<file path="src/rtl/led_seq_pkg.sv">
`default_nettype none
// led_seq_pkg: sequencer states, playlist entry layout and the table's power-on contents.
// Optional manual-step feature of the top is enabled by LED_SEQ_MANUAL_STEP_EN.
package led_seq_pkg;

  typedef enum logic [1:0] {
    ST_IDLE = 2'd0,
    ST_LOAD = 2'd1,
    ST_RUN  = 2'd2,
    ST_HOLD = 2'd3
  } seq_state_e;

  localparam int ENTRIES          = 8;
  localparam int IDX_W            = 3;
  localparam int ENTRY_W          = 8;
  localparam int PAT_LSB          = 0;
  localparam int PAT_W            = 3;
  localparam int SPEED_BIT        = 3;
  localparam int DWELL_LSB        = 4;
  localparam int DWELL_W          = 4;
  localparam int DWELL_ZERO_MEANS = 16;
  localparam int DWELL_CNT_W      = 5;

  function automatic logic [ENTRY_W-1:0] table_reset_value(input logic [IDX_W-1:0] idx);
    return {4'd1, 1'b0, idx};
  endfunction

  // A zero dwell field encodes the longest dwell rather than "skip".
  function automatic logic [DWELL_CNT_W-1:0] dwell_ticks(input logic [ENTRY_W-1:0] entry);
    logic [DWELL_W-1:0] d;
    d = entry[DWELL_LSB +: DWELL_W];
    return (d == '0) ? DWELL_CNT_W'(DWELL_ZERO_MEANS) : DWELL_CNT_W'(d);
  endfunction

endpackage
`default_nettype wire

</file>
<file path="src/rtl/led_seq_prescaler.sv">
`default_nettype none
// led_seq_prescaler: dwell-tick prescaler; tick flags the terminal count, which the
// owner consumes only while it is letting the counter run.
module led_seq_prescaler #(
  parameter int TICK_DIV = 1000000,
  parameter int TICK_W   = 20
) (
  input  logic clk,
  input  logic rst_n,
  input  logic freeze,
  input  logic clr,
  input  logic run,
  output logic tick
);

  localparam logic [TICK_W-1:0] LAST_CNT = TICK_W'(TICK_DIV - 1);

  logic [TICK_W-1:0] cnt_q, cnt_d;

  assign tick = (cnt_q == LAST_CNT);

  always_comb begin
    cnt_d = cnt_q;
    if (clr) begin
      cnt_d = '0;
    end else if (run) begin
      cnt_d = tick ? '0 : cnt_q + 1'b1;
    end
  end

  always_ff @(posedge clk or negedge rst_n) begin
    if (!rst_n) begin
      cnt_q <= '0;
    end else if (!freeze) begin
      cnt_q <= cnt_d;
    end
  end

endmodule
`default_nettype wire

</file>
<file path="src/rtl/led_show_sequencer.sv">
`default_nettype none
// led_show_sequencer: 8-entry playlist controller driving the LED pattern generator.
// Define LED_SEQ_MANUAL_STEP_EN to add the edge-detected manual 'step' input.
module led_show_sequencer
  import led_seq_pkg::*;
#(
  parameter int TICK_DIV = 1000000,
  parameter int TICK_W   = 20
) (
  input  logic         clk,
  input  logic         rst_n,
  input  logic         ena,
  input  logic         start,
  input  logic         stop,
  input  logic         hold,
  input  logic         loop,
  input  logic [2:0]   last_idx,
  input  logic         wr_en,
  input  logic [2:0]   wr_addr,
  input  logic [7:0]   wr_data,
  output logic [2:0]   pat_sel,
  output logic         speed_sel,
  output logic         gen_pause,
  output logic         gen_ena,
  output logic [2:0]   cur_idx,
  output logic         running,
  output logic         done
`ifdef LED_SEQ_MANUAL_STEP_EN
  ,
  input  logic         step
`endif
);

  seq_state_e             state_q, state_d;
  logic [IDX_W-1:0]       idx_q, idx_d;
  logic [IDX_W-1:0]       last_q, last_d;
  logic [DWELL_CNT_W-1:0] dwell_q, dwell_d;
  logic [PAT_W-1:0]       pat_sel_q, pat_sel_d;
  logic                   speed_sel_q, speed_sel_d;
  logic                   gen_pause_q, gen_pause_d;
  logic                   gen_ena_q, gen_ena_d;
  logic [IDX_W-1:0]       cur_idx_q, cur_idx_d;
  logic                   running_q, running_d;
  logic                   done_q, done_d;
  logic [ENTRY_W-1:0]     table_q [ENTRIES];

  logic                   pre_clr, pre_run, tick, advance, step_rise;
  logic [ENTRY_W-1:0]     entry;

`ifdef LED_SEQ_MANUAL_STEP_EN
  logic step_q;

  always_ff @(posedge clk or negedge rst_n) begin
    if (!rst_n) begin
      step_q <= 1'b0;
    end else if (ena) begin
      step_q <= step;
    end
  end

  assign step_rise = step & ~step_q;
`else
  assign step_rise = 1'b0;
`endif

  led_seq_prescaler #(
    .TICK_DIV (TICK_DIV),
    .TICK_W   (TICK_W)
  ) u_prescaler (
    .clk    (clk),
    .rst_n  (rst_n),
    .freeze (~ena),
    .clr    (pre_clr),
    .run    (pre_run),
    .tick   (tick)
  );

  assign entry = table_q[idx_q];

  always_comb begin
    state_d     = state_q;
    idx_d       = idx_q;
    last_d      = last_q;
    dwell_d     = dwell_q;
    pat_sel_d   = pat_sel_q;
    speed_sel_d = speed_sel_q;
    gen_pause_d = gen_pause_q;
    gen_ena_d   = gen_ena_q;
    cur_idx_d   = cur_idx_q;
    running_d   = running_q;
    done_d      = 1'b0;
    pre_clr     = 1'b0;
    pre_run     = 1'b0;
    advance     = 1'b0;

    if (stop) begin
      state_d     = ST_IDLE;
      gen_ena_d   = 1'b0;
      gen_pause_d = 1'b0;
      running_d   = 1'b0;
    end else if (start) begin
      state_d     = ST_LOAD;
      idx_d       = '0;
      last_d      = last_idx;
      gen_pause_d = 1'b0;
      running_d   = 1'b1;
    end else begin
      case (state_q)
        ST_LOAD: begin
          pat_sel_d   = entry[PAT_LSB +: PAT_W];
          speed_sel_d = entry[SPEED_BIT];
          cur_idx_d   = idx_q;
          dwell_d     = dwell_ticks(entry);
          pre_clr     = 1'b1;
          gen_ena_d   = 1'b1;
          gen_pause_d = hold;
          state_d     = hold ? ST_HOLD : ST_RUN;
        end
        ST_RUN: begin
          if (step_rise) begin
            advance = 1'b1;
          end else if (hold) begin
            state_d     = ST_HOLD;
            gen_pause_d = 1'b1;
          end else begin
            pre_run = 1'b1;
            if (tick) begin
              if (dwell_q == DWELL_CNT_W'(1)) begin
                advance = 1'b1;
              end else begin
                dwell_d = dwell_q - 1'b1;
              end
            end
          end
        end
        ST_HOLD: begin
          if (step_rise) begin
            advance = 1'b1;
          end else if (!hold) begin
            state_d     = ST_RUN;
            gen_pause_d = 1'b0;
          end
        end
        default: ;
      endcase

      // Entry finished: move on, wrap, or end the show.
      if (advance) begin
        gen_pause_d = 1'b0;
        if (idx_q < last_q) begin
          idx_d   = idx_q + 1'b1;
          state_d = ST_LOAD;
        end else if (loop) begin
          idx_d   = '0;
          state_d = ST_LOAD;
        end else begin
          done_d    = 1'b1;
          gen_ena_d = 1'b0;
          running_d = 1'b0;
          state_d   = ST_IDLE;
        end
      end
    end
  end

  always_ff @(posedge clk or negedge rst_n) begin
    if (!rst_n) begin
      state_q     <= ST_IDLE;
      idx_q       <= '0;
      last_q      <= '0;
      dwell_q     <= '0;
      pat_sel_q   <= '0;
      speed_sel_q <= 1'b0;
      gen_pause_q <= 1'b0;
      gen_ena_q   <= 1'b0;
      cur_idx_q   <= '0;
      running_q   <= 1'b0;
      done_q      <= 1'b0;
    end else if (ena) begin
      state_q     <= state_d;
      idx_q       <= idx_d;
      last_q      <= last_d;
      dwell_q     <= dwell_d;
      pat_sel_q   <= pat_sel_d;
      speed_sel_q <= speed_sel_d;
      gen_pause_q <= gen_pause_d;
      gen_ena_q   <= gen_ena_d;
      cur_idx_q   <= cur_idx_d;
      running_q   <= running_d;
      done_q      <= done_d;
    end
  end

  // Table writes ignore ena so the host can reprogram a frozen block.
  always_ff @(posedge clk or negedge rst_n) begin
    if (!rst_n) begin
      for (int i = 0; i < ENTRIES; i++) begin
        table_q[i] <= table_reset_value(IDX_W'(i));
      end
    end else if (wr_en) begin
      table_q[wr_addr] <= wr_data;
    end
  end

  assign pat_sel   = pat_sel_q;
  assign speed_sel = speed_sel_q;
  assign gen_pause = gen_pause_q;
  assign gen_ena   = gen_ena_q;
  assign cur_idx   = cur_idx_q;
  assign running   = running_q;
  assign done      = done_q;

endmodule
`default_nettype wire

</file>
<file path="config.mk">
export PLATFORM = sky130hd
export DESIGN_NAME = led_show_sequencer
export DESIGN_NICKNAME = d
export VERILOG_FILES = /design/src/rtl/led_seq_pkg.sv /design/src/rtl/led_seq_prescaler.sv /design/src/rtl/led_show_sequencer.sv
export SDC_FILE = /design/constraint.sdc
export NUM_CORES = 1
export LEC_CHECK = 0
export ABC_AREA = 1
export CAP_MARGIN = 20
export CORE_ASPECT_RATIO = 2
export CORE_MARGIN = 4
export CORE_UTILIZATION = 50
export DETAILED_ROUTE_END_ITERATION = 12
export PLACE_DENSITY = 0.84
export SLEW_MARGIN = 20
export SYNTH_ARGS = -nofsm -noshare
export SYNTH_HDL_FRONTEND = slang
export SYNTH_SLANG_ARGS = --single-unit
</file>
<file path="constraint.sdc">
create_clock -name clk -period 1.5 [get_ports clk]
set_input_delay 0.225 -clock clk [delete_from_list [all_inputs] [get_ports clk]]
set_output_delay 0.225 -clock clk [all_outputs]
set_load 0.01 [all_outputs]
</file>
==> results.toml, run 1 <==
[status]
status = "finished with violations"
failed_checks = "setup timing"

[sta]
clock.fmax_mhz = 569
slew-limit-headroom_pct = 72.4
drv_slew = 0
rsz0062_at_grt = "true"
hold_viol = 0
finalSetupViolCount = 34
worst_slack_ps = -256
fin_crit_sh_pct = 117
fin_crit_ps = 1760
worst_slew_pin_slew_ps = 411
hold_ws_ps = 312
final.setup_skew_ps = 7.60

[finish]
diodes = 0
layout-area-overhead-vs-synth_pct = 34.6
fin_nets = 862
drive_above_1_share_pct = 25.0
finalInstanceArea_um2 = 7420

[clocking]
clkSinkCount = 108
clk_pin_slew_ps = 80
cts_buffers = 9
cts_buffer_depth = 2
cts_tree = "built"
clk_latency_ps = 360
cts_root_buf = "clkbuf_16"
htreeDepth = 3

[routing]
wl_um = 16200
drc = 0
drtPass1Iterations = 5
vias = 5422
drt-initial-drc-count = 356
vias_per_cell = 5.56
drt-wirelength-per-cell_um = 16.6
ant_nets = 0

[floorplanning]
die_y_um = 156
core-area_um2 = 10900
die_area_um2 = 12900
placementRows = 54
die_x_um = 82.3
io_pins = 33
initial_utilization_pct = 50.7

[pwr]
vdd_drop_max_v = 0.000708
power.density_nw_per_um2 = 1290
leakagePower_nw = 3.64

[global_route]
grt_max_degree = 52
grt_pass1_wl_um = 25000
first_global_vias = 5443
grt.overflow.total = 0
antenna_found_initial = 0
grt_usage_pct = 25.3

[synth]
synth_seq_cells = 108
yosys.cell_types.count = 32
syn_inst = 716
yosysSeqAreaShare_pct = 49.5
ys_warn_count = 0
synth_fp_nets = 747
synth.avg_cell_area_um2 = 7.70
synth_area_um2 = 5510

[worst_setup_path]
worst-setup-path-type = "register to register"
startpoint = "u_prescaler.cnt_q[0]$_DFFE_PN0P_"
cp_max_fo = 5
crit_path_start_kind = "register"
critical_path_required_ps = 1750
cp.arrival_ps = 2010
crit-reg2reg-launch = "u_prescaler.cnt_q[0]$_DFFE_PN0P_"
endpoint_kind = "register"

[placement]
place.gp.congestion = 0.862
placed_area_um2 = 6490
dp_hpwl_um = 10200
dp_slack_ps = -282
io_buffers = 32

[run]
drv_cap = 0

[hold_path]
min_path_type = "input port to async pin"
==> synth_stat cells <==
cell type	number	area share, %
nor2_1	46	3.1
o211ai_1	4	0.54
nor3b_2	1	0.23
inv_2	6	0.41
clkbuf_1	10	0.68
nor3_2	1	0.18
o21ai_1	6	0.54
nand3_1	52	4.7
o22ai_1	4	0.45
buf_6	1	0.20
dfrtp_1	88	40
buf_4	1	0.14
a31oi_1	2	0.23
xnor2_1	1	0.16
a21oi_1	18	1.6
nand2_2	4	0.45
o21ai_0	92	8.4
xor2_1	6	0.95
buf_1	1	0.068
a21oi_4	1	0.30
nand2_1	224	15
nor2_2	5	0.57
inv_1	77	5.2
nor3_1	10	0.91
clkbuf_2	1	0.091
nor2_4	3	0.61
and3_1	1	0.11
buf_2	7	0.64
ha_1	9	2.0
mux2_2	1	0.20
dfstp_2	20	9.5
nand4_1	13	1.5
==> area by class of cell <==
cell class              count  area [µm²]
clock buffers               9         225
clock inverters             7        82.6
fillers                   786        3460
inverters                  83         343
multi-input cells         504        2660
flip-flops and latches    108        2730
well taps                 140         175
repair buffers            124        1200
repair inverters            1        7.51
==> flip-flops by register name (all words and copies together), names as in the netlist <==
name	cells
table_q	64
u_prescaler.cnt_q	20
dwell_q	5
cur_idx	3
idx_q	3
last_q	3
pat_sel	3
state_q	2
done	1
gen_ena	1
gen_pause	1
running	1
speed_sel	1
==> stage by stage <==
stage	utilization, %	cells	setup TNS [ps]	total power, W
finish	68.2	976	-4400	0.00961
global route	68.2	976	-7060	0.0101
CTS	65.5	964	-1300	0.00925
detailed placement	59.7	936	-8530	0.00663
global placement	59.7	936	-6700	0.00651
floorplan	-	716	0	0.00552
==> worst paths after layout <==
path | end | slack (ps) | cells after the start
max in group asynchronous | table_q[28]$_DFFE_PN1P_ | 540 | 3
min | pat_sel[0]$_DFFE_PN0P_ | 310 | 2
max reg2reg | running$_DFFE_PN0P_ | -260 | 11
min reg2reg | table_q[50]$_DFFE_PN0P_ | 490 | 2
max | running$_DFFE_PN0P_ | -260 | 11
min in group clk | table_q[2]$_DFFE_PN1P_ | 420 | 3
==> critical path, cell delays in order (launching register included) <==
cell     delay [ps]
dfrtp_1         370
ha_2            190
nand2_2          60
nor2_4          160
inv_2            70
nor2_4          180
buf_4           140
nand3_2         130
o21ai_1         160
nand2_1          70
nand2_1          60
nand2_1          60
==> power breakdown <==
group / leakage, nW / switching, W / internal [W]
Clock: 0.151 / 0.00123 / 0.00119
Sequential: 1.32 / 0.000416 / 0.00360
Combinational: 2.17 / 0.00178 / 0.00139
==> per-layer routing <==
layer  routed length [µm]  track usage [%]
met1                 5550             25.3
met2                 8840             45.1
met3                  755             4.90
met4                 1080             16.9
met5                    0                0
==> cell usage in the layout, fill, tap and decap left out, types with 17 or more instances in the layout <==
| cell type | n |
|---|---|
| buf_4 | 73 |
| clkdlybuf4s50_1 | 20 |
| dfrtp_1 | 87 |
| dfstp_2 | 20 |
| inv_1 | 69 |
| nand2_1 | 204 |
| nand2_2 | 17 |
| nand3_1 | 44 |
| nor2_1 | 39 |
| o21ai_0 | 76 |
| o21ai_1 | 20 |
==> cell families (layout without fill, tap and decap cells) <==
group	count (synthesis)	count (layout)	synth area share (%)
AOI/OAI and AO/OA	127	127	12.1
xor gates and xnor gates	7	7	1.11
adders and majority gates	9	9	2.04
buffers and inverters	104	224	7.47
DFF	108	108	49.5
muxes	1	1	0.204
and+or+nand+nor	360	360	27.6
==> repair_timing <==
action | CTS | global route
buffers inserted | 10 | 12
resized for setup | 60 | 62
hold buffers | 1 | 0
pin swaps | 25 | 19
endpoints found under the setup margin | 45 | 46
endpoints found under the hold margin | 18 | 0
cloned | 1 | 2
(Power assumes the default switching activity.)
==> inputs of run 2 (changes only) <==
CORE_ASPECT_RATIO = 0.75   (was 2)
CTS_CLUSTER_DIAMETER = 40   (was default)
==> results.toml, run 2 (synthesis gave the netlist of run 1 again) <==
[sta]
fin_crit_ps = 1820
worst_slack_ps = -320
finalSetupViolCount = 34
final.setup_skew_ps = 11.4
slew-limit-headroom_pct = 71.1
fin_crit_sh_pct = 121
worst_slew_pin_slew_ps = 434
drv_slew = 0
rsz0062_at_grt = "true"
clock.fmax_mhz = 549
hold_viol = 0
fin_setup_tns_ps = -4980

[worst_setup_path]
cpMaxStageDelayCell = "dfrtp_1"
worst-setup-path-type = "register to register"
cp.arrival_ps = 2080
crit_chain = "ha_2 > nand2_2 > nor2_4 > inv_2 > nor2_4 > nand3_1 > nand2_2 > nand2_2 > inv_4 > nand2_1 > o21ai_1"
critical_path_required_ps = 1760
cp_max_fo = 7
cpPeakStageDelay_ps = 360
startpoint = "u_prescaler.cnt_q[0]$_DFFE_PN0P_"
path_common_cell = "nand2_2"
crit-reg2reg-launch = "u_prescaler.cnt_q[0]$_DFFE_PN0P_"
crit_path_start_kind = "register"
endpoint_kind = "register"

[finish]
reg_top3 = "table_q: 64 flops, u_prescaler.cnt_q: 20 flops, dwell_q: 5 flops"
layout-area-overhead-vs-synth_pct = 36.5
finalNonFillerCells = 978
layout_common_cells = "203 x nand2_1, 88 x dfrtp_1, 82 x o21ai_0"
largest_reg_flops = 64
fin_util_pct = 71.5
diodes = 0
final_common_cell = "nand2_1"
fin_nets = 868
largest_register = "table_q"
drive_above_1_share_pct = 26.0

[routing]
drc = 0
vias = 5775
drtPass1Iterations = 6
drt-initial-drc-count = 687
vias_per_cell = 5.90
wl_um = 17900
ant_nets = 0
drt-wirelength-per-cell_um = 18.3

[clocking]
clkSinkCount = 108
htreeDepth = 3
clk_pin_slew_ps = 80
clk_latency_ps = 360
cts_buffers = 9
cts_buffer_depth = 2
cts_root_buf = "clkbuf_16"
cts_tree = "built"

[status]
status = "finished with violations"
failed_checks = "setup timing"

[floorplanning]
die_y_um = 98.9
placementRows = 32
io_pins = 33
die_area_um2 = 12800
die_x_um = 129
initial_utilization_pct = 52.4
core-area_um2 = 10500

[global_route]
antenna_found_initial = 0
grt_pass1_wl_um = 26500
grt_usage_pct = 25.8
first_global_vias = 5530
grt_max_degree = 29
grt.overflow.total = 0

[placement]
place_inst = 944
place.gp.congestion = 0.935
io_buffers = 32
dp_hpwl_um = 10500

[pwr]
vdd_drop_max_v = 0.000731
leakagePower_nw = 3.72
power.density_nw_per_um2 = 1310

[hold_path]
min_path_type = "input port to async pin"

[run]
drv_cap = 0
run 2: cell types whose count changed in the layout (fill, tap and decap cells not counted), moves of 5 or more:
cell	previous run	this run
o21ai_0	76	82
dlygate4sd2_1	6	1
buf_6	8	13
o21ai_1	20	11
inv_2	7	12
run 2: report_power, final:
part           total, W  switching, W  leakage [nW]  internal (W)
sequential      0.00400      0.000404          1.32       0.00360
clock           0.00245       0.00110         0.150       0.00135
combinational   0.00338       0.00192          2.24       0.00146
run 2: final timing paths:
| kind | end | slack (ps) | cells after the start |
|---|---|---|---|
| worst min-delay path | table_q[51]$_DFFE_PN0P_ | 360 | 2 |
| min in group clk | table_q[2]$_DFFE_PN1P_ | 430 | 3 |
| worst max register to register | dwell_q[0]$_DFFE_PN0P_ | -320 | 11 |
| worst min register to register | cur_idx[2]$_DFFE_PN0P_ | 470 | 2 |
| max in group asynchronous | table_q[48]$_DFFE_PN1P_ | 560 | 3 |
| worst max-delay path | dwell_q[0]$_DFFE_PN0P_ | -320 | 11 |
run 2: layer usage:
layer  vias up  part of all wire [%]  global-route usage [%]
li1       2549                     -                       -
met4         0                   3.8                    9.77
met1      2752                    39                    33.7
met3        99                   8.7                    5.31
met2       375                    48                    42.4
met5         -                     0                       0
run 2: layout make-up:
class	count	area, µm²
clock buffers	11	243
clock inverters	5	61.3
repair buffers	131	1280
inverters	83	332
flip-flops and latches	108	2730
well taps	136	170
multi-input cells	504	2710
fillers	658	3000
run 2: through the flow:
| stage | area, µm² | power (W) | setup slack (ps) | hold slack (ps) |
|---|---|---|---|---|
| 2_1_floorplan | 5520 | 0.00552 | 11.1 | -70.6 |
| 3_3_place_gp | 6630 | 0.00663 | -231 | 185 |
| 3_5_place_dp | 6630 | 0.00681 | -262 | 195 |
| 4_1_cts | 7190 | 0.00939 | -90.3 | 360 |
| 5_1_grt | 7530 | 0.0103 | -413 | 396 |
| 6_report | 7530 | 0.00983 | -320 | 355 |
run 2: critical path: cells and delay by family, from the launching register on:
kind	cells	cell delay [ps]
fa+ha+maj	1	200
flops	1	360
compound gates	1	150
simple gates	7	850
buf+inv	2	170
run 2: what timing repair did:
| action | 4_1_cts | 5_1_grt |
|---|---|---|
| gates resized for setup | 58 | 69 |
| endpoints found under the hold margin | 19 | 0 |
| gates cloned | 0 | 1 |
| pin swaps | 19 | 36 |
| setup endpoints to repair | 41 | 47 |
| hold buffers | 1 | 0 |
| buffers inserted | 8 | 8 |
